[config.mk]
export PLATFORM = sky130hd
export DESIGN_NAME = perf_counter_ctrl
export DESIGN_NICKNAME = d
export VERILOG_FILES = /design/src/rtl/perf_counter_ctrl.sv
export SDC_FILE = /design/constraint.sdc
export NUM_CORES = 1
export LEC_CHECK = 0
export BUFFER_PORTS_ARGS = -buffer_cell sky130_fd_sc_hd__buf_2
export CAP_MARGIN = 0
export CORE_ASPECT_RATIO = 0.6
export CORE_MARGIN = 1
export CORE_UTILIZATION = 50
export CTS_CLUSTER_DIAMETER = 200
export DETAILED_ROUTE_END_ITERATION = 16
export PLACE_DENSITY = 0.74
export SYNTH_ARGS = -nofsm -noshare
export SYNTH_HDL_FRONTEND = slang
export SYNTH_SLANG_ARGS = --single-unit
export TNS_END_PERCENT = 50
[constraint.sdc]
create_clock -name clk -period 5.35 [get_ports clk]
set_input_delay 0.8025 -clock clk [delete_from_list [all_inputs] [get_ports clk]]
set_output_delay 0.8025 -clock clk [all_outputs]
set_load 0.005 [all_outputs]
[src/rtl/perf_counter_ctrl.sv]
// perf_counter_ctrl
//   Bank of performance-counter slots behind a small memory-mapped register
//   window on the LC-3b data bus. Each slot selects one event line and counts
//   runs of that event that reach a programmable length. Counts saturate at
//   0xFFFF, and an overflow sets a sticky STATUS bit that can drive irq.
//
// Ports
//   clk             system clock
//   reset           asynchronous, active-high reset
//   events          raw event lines, sampled on posedge clk
//   mem_address     bus byte address (word registers, bit 0 ignored)
//   mem_read        read request, held until mem_resp
//   mem_write       write request, held until mem_resp (wins over mem_read)
//   mem_wdata       write data
//   mem_byte_enable per-byte write enable
//   mem_rdata       read data, valid while mem_resp=1
//   mem_resp        one-cycle completion pulse
//   hit             address inside the window with a request pending
//   irq             any sticky overflow set while CTRL.irq_en=1
//
// Register map (byte offsets from BASE_ADDR)
//   0x00 CTRL    [0] enable [1] freeze [2] clear (pulse, reads 0) [3] irq_en
//   0x02 STATUS  [NUM_SLOTS-1:0] sticky overflow, write-1-to-clear
//   0x04+4i CFG_i   [2:0] event_sel [6:3] thresh [7] cont [8] slot_en
//   0x06+4i COUNT_i 16-bit count
`timescale 1ns/1ps
module perf_counter_ctrl #(
    parameter int          NUM_EVENTS = 8,
    parameter int          NUM_SLOTS  = 4,
    parameter logic [15:0] BASE_ADDR  = 16'hFF00
) (
    input  logic                  clk,
    input  logic                  reset,
    input  logic [NUM_EVENTS-1:0] events,
    input  logic [15:0]           mem_address,
    input  logic                  mem_read,
    input  logic                  mem_write,
    input  logic [15:0]           mem_wdata,
    input  logic [1:0]            mem_byte_enable,
    output logic [15:0]           mem_rdata,
    output logic                  mem_resp,
    output logic                  hit,
    output logic                  irq
);
    // Window is the register span rounded up to a power of two; offsets in the
    // padding decode to nothing, read 0 and still complete the handshake.
    localparam int WIN_BITS = $clog2(4 + 4 * NUM_SLOTS);
    localparam int IDX_W    = WIN_BITS - 1;

    typedef enum logic [1:0] {IDLE, RESP, DROP} bus_state_t;
    bus_state_t state_reg;

    logic [IDX_W-1:0]     idx;
    logic                 wr_fire;
    logic                 ctrl_we;
    logic                 status_we;
    logic                 clear_pulse;
    logic [15:0]          be_mask;
    logic [15:0]          rd_value;
    logic                 enable_reg;
    logic                 freeze_reg;
    logic                 irq_en_reg;
    logic [NUM_SLOTS-1:0] status;
    logic [NUM_SLOTS-1:0] status_w1c;
    logic [NUM_SLOTS-1:0] cfg_we;
    logic [NUM_SLOTS-1:0] count_we;
    logic [8:0]           cfg_q   [NUM_SLOTS];
    logic [15:0]          count_q [NUM_SLOTS];
    logic                 unused_addr_bit;

    assign idx             = mem_address[WIN_BITS-1:1];
    assign unused_addr_bit = mem_address[0];
    assign hit = (mem_address[15:WIN_BITS] == BASE_ADDR[15:WIN_BITS]) && (mem_read || mem_write);

    // A write takes effect only on the accepting IDLE edge, so held strobes
    // during RESP/DROP never write twice.
    assign wr_fire     = (state_reg == IDLE) && hit && mem_write;
    assign be_mask     = {{8{mem_byte_enable[1]}}, {8{mem_byte_enable[0]}}};
    assign ctrl_we     = wr_fire && (idx == '0);
    assign status_we   = wr_fire && (idx == IDX_W'(1));
    assign clear_pulse = ctrl_we && mem_byte_enable[0] && mem_wdata[2];
    assign status_w1c  = status_we ? (mem_wdata[NUM_SLOTS-1:0] & be_mask[NUM_SLOTS-1:0]) : '0;
    assign irq         = irq_en_reg && (|status);

    always_ff @(posedge clk or posedge reset) begin
        if (reset) begin
            enable_reg <= 1'b0;
            freeze_reg <= 1'b0;
            irq_en_reg <= 1'b0;
        end else if (ctrl_we && mem_byte_enable[0]) begin
            enable_reg <= mem_wdata[0];
            freeze_reg <= mem_wdata[1];
            irq_en_reg <= mem_wdata[3];
        end
    end

    generate
        for (genvar gi = 0; gi < NUM_SLOTS; gi++) begin : g_slot
            logic [8:0]  cfg_reg;
            logic [15:0] count_reg;
            logic [3:0]  run_len_reg;
            logic        fired_reg;
            logic        ovf_reg;
            logic        ev;
            logic        active;
            logic        at_thresh;
            logic        inc_req;
            logic        saturated;
            logic [15:0] count_wr;
            logic [8:0]  cfg_wr;

            assign cfg_we[gi]   = wr_fire && (idx == IDX_W'(2 + 2 * gi));
            assign count_we[gi] = wr_fire && (idx == IDX_W'(3 + 2 * gi));

            assign ev        = events[cfg_reg[2:0]];
            assign active    = enable_reg && !freeze_reg && cfg_reg[8];
            assign at_thresh = (run_len_reg == cfg_reg[6:3]);
            // Once the run reaches thresh it parks there; fired suppresses
            // further counts in one-shot mode until the event drops.
            assign inc_req   = active && ev && at_thresh && (!fired_reg || cfg_reg[7]);
            assign saturated = (count_reg == 16'hFFFF);
            assign count_wr  = (count_reg & ~be_mask) | (mem_wdata & be_mask);
            assign cfg_wr    = (cfg_reg & ~be_mask[8:0]) | (mem_wdata[8:0] & be_mask[8:0]);

            always_ff @(posedge clk or posedge reset) begin
                if (reset) begin
                    cfg_reg     <= '0;
                    count_reg   <= '0;
                    run_len_reg <= '0;
                    fired_reg   <= 1'b0;
                    ovf_reg     <= 1'b0;
                end else if (clear_pulse) begin
                    count_reg   <= '0;
                    run_len_reg <= '0;
                    fired_reg   <= 1'b0;
                    ovf_reg     <= 1'b0;
                end else begin
                    if (cfg_we[gi]) begin
                        cfg_reg <= cfg_wr;
                    end
                    // A CPU write to the count drops a coincident increment.
                    if (count_we[gi]) begin
                        count_reg <= count_wr;
                    end else if (inc_req && !saturated) begin
                        count_reg <= count_reg + 16'd1;
                    end
                    // New overflow beats a same-cycle write-1-to-clear.
                    if (inc_req && saturated && !count_we[gi]) begin
                        ovf_reg <= 1'b1;
                    end else if (status_w1c[gi]) begin
                        ovf_reg <= 1'b0;
                    end
                    // Freeze/disable/reconfigure restarts run detection.
                    if (cfg_we[gi] || !active || !ev) begin
                        run_len_reg <= '0;
                        fired_reg   <= 1'b0;
                    end else if (!at_thresh) begin
                        run_len_reg <= run_len_reg + 4'd1;
                    end else begin
                        fired_reg <= 1'b1;
                    end
                end
            end

            assign cfg_q[gi]   = cfg_reg;
            assign count_q[gi] = count_reg;
            assign status[gi]  = ovf_reg;
        end
    endgenerate

    always_comb begin
        rd_value = '0;
        if (idx == '0) begin
            rd_value = {12'b0, irq_en_reg, 1'b0, freeze_reg, enable_reg};
        end else if (idx == IDX_W'(1)) begin
            rd_value[NUM_SLOTS-1:0] = status;
        end
        for (int i = 0; i < NUM_SLOTS; i++) begin
            if (idx == IDX_W'(2 + 2 * i)) begin
                rd_value = {7'b0, cfg_q[i]};
            end
            if (idx == IDX_W'(3 + 2 * i)) begin
                rd_value = count_q[i];
            end
        end
    end

    // Read data is captured on the accepting edge, i.e. the pre-write value.
    always_ff @(posedge clk or posedge reset) begin
        if (reset) begin
            state_reg <= IDLE;
            mem_resp  <= 1'b0;
            mem_rdata <= '0;
        end else begin
            case (state_reg)
                IDLE: begin
                    if (hit) begin
                        mem_rdata <= rd_value;
                        mem_resp  <= 1'b1;
                        state_reg <= RESP;
                    end
                end
                RESP: begin
                    mem_resp  <= 1'b0;
                    state_reg <= DROP;
                end
                DROP: begin
                    if (!mem_read && !mem_write) begin
                        state_reg <= IDLE;
                    end
                end
                default: begin
                    mem_resp  <= 1'b0;
                    state_reg <= IDLE;
                end
            endcase
        end
    end
endmodule

==> impl_metrics.json, run 1 <==
{
  "yosysMostFrequentCell": "dfrtp_1",
  "synthAdderAreaFrac": 0.0107,
  "cts_resized": 0,
  "cts_hold_buf": 0,
  "setup_tns_ps": 0,
  "syn-num-nets": 1115,
  "critPathCaptureType": "flop",
  "dr_total_vias": 8896,
  "routabilityCongestion": 1.08,
  "first_iter_violations": 1295,
  "slowest_stage": "nor2_1",
  "route.detailed.drc": 0,
  "p_per_area_nw_per_um2": 255,
  "firstDrtPassIters": 6,
  "die_y_um": 108,
  "boundaryPins": 65,
  "netlist_area_um2": 9320,
  "antenna_found_initial": 3,
  "p_comb_frac": 0.063,
  "routed_wl_mm": 31.4,
  "yosysSeqAreaShare": 0.392,
  "multiInputGateArea_um2": 5330,
  "synth_cell_type_count": 75,
  "grt-ovfl-total": 0,
  "synth_commonest_cells": "146 x dfrtp_1, 93 x nor2_1, 91 x nand2_1",
  "maxCapViolations": 0,
  "arrival_ps": 3680,
  "fin_skew_ps": 11.5,
  "synth_edf_count": 0,
  "gr-usage-all-layers": 0.343,
  "pwr-share-clk": 0.518,
  "die_area_um2": 19200,
  "yosys.area.top_type_share": 0.392,
  "fin_crit_ps": 3370,
  "p_leak_nw": 4.55,
  "synth.area.mux_share": 0.0981,
  "nFillCells": 1601,
  "rsz0062_at_grt": "no",
  "grt_pass1_wl_mm": 48.1,
  "cts_root_buf": "clkbuf_16",
  "holdWs_ps": 484,
  "synth-simple-area-share": 0.237,
  "synth_area_leader_cell": "dfrtp_1",
  "seq_area_um2": 3650,
  "drt-vias-per-instance": 6.60,
  "p_int_mw": 2.04,
  "fmax_mhz": 297,
  "crit_required_ps": 5660,
  "cp_num_buf_inv": 1,
  "die_w_um": 178,
  "clkTransAtPathRegs_ps": 60,
  "drive_above_1_share": 0.134,
  "report.final.slew_viol_count": 0,
  "seqPwrFrac": 0.419,
  "grt_max_degree": 82,
  "synth_seq_cells": 146,
  "cp_cell_sequence": "buf_2, nand2b_1, nor2_1, nand2_1, and2_2, and3_1, a2111oi_1",
  "cp_max_fo": 28,
  "grt_pass1_vias": 7999,
  "synth_xor_area_frac": 0.0367,
  "cts_tree": "done",
  "synthTopCellsByArea": "dfrtp_1 39%, a21oi_1 4.4%, nor2_1 3.7%",
  "critical_path_class": "input port to flop",
  "insertion_delay_ps": 440,
  "cp_top_family": "simple AND/OR/NAND/NOR gates",
  "areaGrowthSynthToFinish_pct": 11.9,
  "synth_compound_gate_area_share": 0.189,
  "synth_cells": 1061,
  "cts_buffers": 17,
  "hp-class": "flop to flop",
  "ir_worst_vdd_mv": 0.221,
  "clock_path_buffers": 2,
  "switching_share": 0.234,
  "start_util": 0.513,
  "fin_util": 0.574,
  "ys.flop_type": "dfrtp_1",
  "final-hold-violation-count": 0,
  "power_switching_uw": 623,
  "synth_area_per_cell_um2": 8.78,
  "setup_viol": 0,
  "synth_top_family_by_area": "simple AND/OR/NAND/NOR gates",
  "critPathMaxStageDelay_ps": 730,
  "num_rows": 38,
  "port_buffers": 63,
  "async_flop_share": 1.00,
  "cts_setup_buffers": 0,
  "final_antenna_net_count": 0,
  "status": "completed",
  "fin_crit_sh": 0.630,
  "hpwl_mm": 22.8,
  "cp-start-kind": "input port",
  "slew-limit-headroom": 0.164,
  "tightestPinTransition_ps": 1220,
  "yosysWarnings": 0,
  "r2r_slack_ps": 2180,
  "final_nets": 1147,
  "cts.sinks": 146,
  "htree_levels": 4,
  "core_area_um2": 18200,
  "dpl-instance-area_um2": 9760,
  "post_drt_wl_per_cell_um": 23.3,
  "finish.instance_area_um2": 10400
}
-- cell usage in the layout, fill, tap and decap left out, types with 25 or more instances in the layout --
master | synthesis | layout
dfrtp_1 | 146 | 146
nor2_1 | 93 | 93
nand2_1 | 91 | 91
a21oi_1 | 81 | 81
buf_2 | 15 | 63
nand3_1 | 58 | 58
o21ai_1 | 40 | 40
o21ai_0 | 40 | 40
nor3_1 | 29 | 29
xor2_1 | 28 | 28
mux2_1 | 27 | 27
mux2i_1 | 25 | 25
-- power groups by stage --
stage / logic, mW / clock network [mW] / registers, mW
2_1_floorplan: 0.0863 / 0 / 1.13
3_3_place_gp: 0.160 / 0 / 1.13
3_5_place_dp: 0.161 / 0 / 1.13
4_1_cts: 0.161 / 1.38 / 1.11
5_1_grt: 0.178 / 1.43 / 1.11
6_report: 0.169 / 1.38 / 1.11
-- logic make-up (layout without fill, tap and decap cells) --
family,Yosys count,after routing
mux,78,78
other cells,0,1
xor+xnor,39,39
fa+ha+maj,8,8
simple gates,422,422
buf+inv,83,128
flops,146,146
compound gates,285,285
-- worst reg2reg max path: cells and delay by family (launching register included) --
family	cells	cell delay (ps)
simple gates	5	2480
compound gates	1	50
flops	1	500
-- path summary, 6_finish.rpt --
| path | start | cells past startpoint | endpoint |
|---|---|---|---|
| max | mem_address[2] | 7 | g_slot[3].count_reg[3] |
| min | mem_rdata[9] | 1 | mem_rdata[9] |
| max reg2reg | state_reg[0] | 6 | g_slot[0].count_reg[3] |
| min reg2reg | mem_rdata[9] | 1 | mem_rdata[9] |
| max in group asynchronous | reset | 3 | g_slot[2].count_reg[5] |
| min in group asynchronous | reset | 2 | g_slot[3].run_len_reg[2] |
-- final cells by class --
type                    instances  share of cell area
multi-input cells             832               0.511
flip-flops and latches        146               0.350
clock buffers                  21              0.0432
repair buffers                 75              0.0386
well taps                     240              0.0288
clock inverters                11              0.0199
inverters                      21             0.00804
diodes                          1            0.000240
-- routing by layer --
layer,global-route usage,routed length [um]
met3,0.133,4630
met1,0.507,13800
met4,0.0817,519
met5,0.0611,140
met2,0.456,12300
-- through the flow --
stage / total power [mW] / setup slack (ps) / cells
after global placement: 1.29 / 1740 / 1313
after floorplan: 1.22 / 625 / 1061
after global routing: 2.72 / 1810 / 1346
after CTS: 2.65 / 2090 / 1345
final: 2.66 / 1980 / 1347
after detailed placement: 1.29 / 1630 / 1313
Power figures use the tool's default switching activity.
==> inputs of run 2 (changes only) <==
--- a/config.mk
+++ b/config.mk
@@ -12,7 +12,7 @@
 export CORE_UTILIZATION = 50
 export CTS_CLUSTER_DIAMETER = 200
 export DETAILED_ROUTE_END_ITERATION = 16
-export PLACE_DENSITY = 0.74
+export PLACE_DENSITY = 0.77
 export SYNTH_ARGS = -nofsm -noshare
 export SYNTH_HDL_FRONTEND = slang
 export SYNTH_SLANG_ARGS = --single-unit
==> constraint.sdc (replaced) <==
create_clock -name clk -period 3.1 [get_ports clk]
set_input_delay 0.465 -clock clk [delete_from_list [all_inputs] [get_ports clk]]
set_output_delay 0.465 -clock clk [all_outputs]
set_load 0.005 [all_outputs]
==> run 2 against run 1 <==
Compared with the run above: non-clock buffer count rose by 51; sequential power rose by 73%; cell area rose by 3.7%; wire length rose by 5.3%; sequential cell count did not move; sequential share of layout area fell by 1.3 points; critical path type is now flop to flop; highest routed layer unchanged.
==> impl_metrics.json, run 2 (synthesized netlist as in run 1, its figures left out) <==
{
  "final-hold-violation-count": 0,
  "cp_max_fo": 10,
  "holdWs_ps": 335,
  "report.final.slew_viol_count": 0,
  "p_comb_frac": 0.072,
  "fin_crit_sh": 0.917,
  "crit_required_ps": 3450,
  "slowest_stage": "nor3_4",
  "p_leak_nw": 4.80,
  "power_switching_mw": 1.08,
  "arrival_ps": 3190,
  "dr_total_vias": 9080,
  "fin_crit_ps": 2840,
  "grt_util_met1": 0.543,
  "die_w_um": 178,
  "final_cell_mix": "146 x dfrtp_1, 93 x nor2_1, 91 x nand2_1",
  "setup_viol": 0,
  "nFillCells": 1588,
  "drive_above_1_share": 0.173,
  "cts_buffers": 17,
  "setup_tns_ps": 0,
  "cp_cell_sequence": "nor2b_1, o311ai_0, or3_1, nor3_4, or3_1, buf_12, o21ai_1, nor3_1",
  "areaGrowthSynthToFinish_pct": 16.1,
  "p_int_mw": 3.35,
  "cts_tree": "done",
  "boundaryPins": 65,
  "cts_root_buf": "clkbuf_16",
  "htree_levels": 4,
  "cp-start-kind": "flop",
  "diodes": 0,
  "hp-class": "input port to flop",
  "slew-limit-headroom": 0.572,
  "tightestPinTransition_ps": 636,
  "gr-usage-all-layers": 0.364,
  "first_iter_violations": 1225,
  "finish.instance_area_um2": 10800,
  "multiInputGateArea_um2": 5330,
  "switching_share": 0.244,
  "grt_pass1_vias": 8427,
  "insertion_delay_ps": 440,
  "fin_skew_ps": 10.8,
  "use_met3": 0.148,
  "rsz0062_at_grt": "no",
  "antenna_found_initial": 1,
  "start_util": 0.513,
  "grt_max_degree": 87,
  "routed_wl_mm": 33.0,
  "fmax_mhz": 352,
  "hpwl_mm": 24.6,
  "critPathCaptureType": "flop",
  "cts_resized": 0,
  "die_y_um": 108,
  "routabilityCongestion": 1.01,
  "seqPwrFrac": 0.433,
  "maxCapViolations": 0,
  "crit_top_cell": "or3_1",
  "firstDrtPassIters": 5,
  "post_drt_wl_per_cell_um": 23.7,
  "clock_path_buffers": 2,
  "dpl-instance-area_um2": 10200,
  "status": "completed",
  "cts.sinks": 146,
  "final_antenna_net_count": 0,
  "core_area_um2": 18200,
  "grt_util_met2": 0.471,
  "grt.busiest_layer": "met1",
  "ir_worst_vdd_mv": 0.384,
  "drt-vias-per-instance": 6.50,
  "grt_pass1_wl_mm": 51.1,
  "clkTransAtPathRegs_ps": 70,
  "die_area_um2": 19200,
  "num_rows": 38,
  "layout_commonest_cell": "dfrtp_1",
  "final_nets": 1198,
  "port_buffers": 63,
  "critPathMaxStageDelay_ps": 480,
  "grt-ovfl-total": 0,
  "p_per_area_nw_per_um2": 410,
  "seq_area_um2": 3650,
  "pwr-share-clk": 0.494,
  "route.detailed.drc": 0,
  "critical_path_class": "flop to flop"
}
[run 2: metrics by stage]
stage               power, mW  worst slack (ps)   util  std cells
detailed placement       2.26               220  0.561       1364
floorplan                2.10               722      -       1061
CTS                      4.43               334  0.596       1397
global placement         2.26               302  0.561       1364
global route             4.53              98.0  0.596       1397
finish                   4.44               258  0.596       1397
[run 2: power by group through the flow]
stage	registers [mW]	clock network, mW	logic [mW]
after detailed placement	1.96	0	0.304
after global placement	1.96	0	0.302
after CTS	1.92	2.20	0.306
after global routing	1.92	2.27	0.338
after floorplan	1.95	0	0.149
final	1.92	2.19	0.320
[run 2: worst paths after layout]
kind	from	end	slack, ps	cells after the start
setup / recovery	enable_reg	g_slot[2].count_reg[7]	260	8
hold / removal	mem_wdata[3]	irq_en_reg	340	2
setup reg to reg	enable_reg	g_slot[2].count_reg[7]	260	8
hold reg to reg	mem_rdata[5]	mem_rdata[5]	490	2
max in group asynchronous	reset	g_slot[0].count_reg[7]	1870	4
min in group asynchronous	reset	g_slot[3].run_len_reg[1]	500	3
[run 2: metal layers]
metal / wire (um) / share of wire / up-vias
met5: 13 / 0.00039 / -
met1: 14700 / 0.44 / 4329
met3: 4970 / 0.15 / 49
met2: 12800 / 0.39 / 584
li1: - / - / 4116
met4: 590 / 0.018 / 2
[run 2: cell type report]
cell class / instances / share of cell area
clock buffers: 22 / 0.0448
clock inverters: 10 / 0.0120
well taps: 240 / 0.0278
repair buffers: 126 / 0.0777
multi-input cells: 832 / 0.492
inverters: 21 / 0.00763
flip-flops and latches: 146 / 0.338
[run 2: timing repair]
item	4_1_cts	5_1_grt
hold buffers	1	0
endpoints found under the hold margin	5	0
buffers inserted	0	0
[run 2: worst max-delay path, delay by kind of cell (launching register included)]
family	cells	cell delay, ps
simple gates	5	1880
flops	1	400
compound gates	2	290
buf+inv	1	170
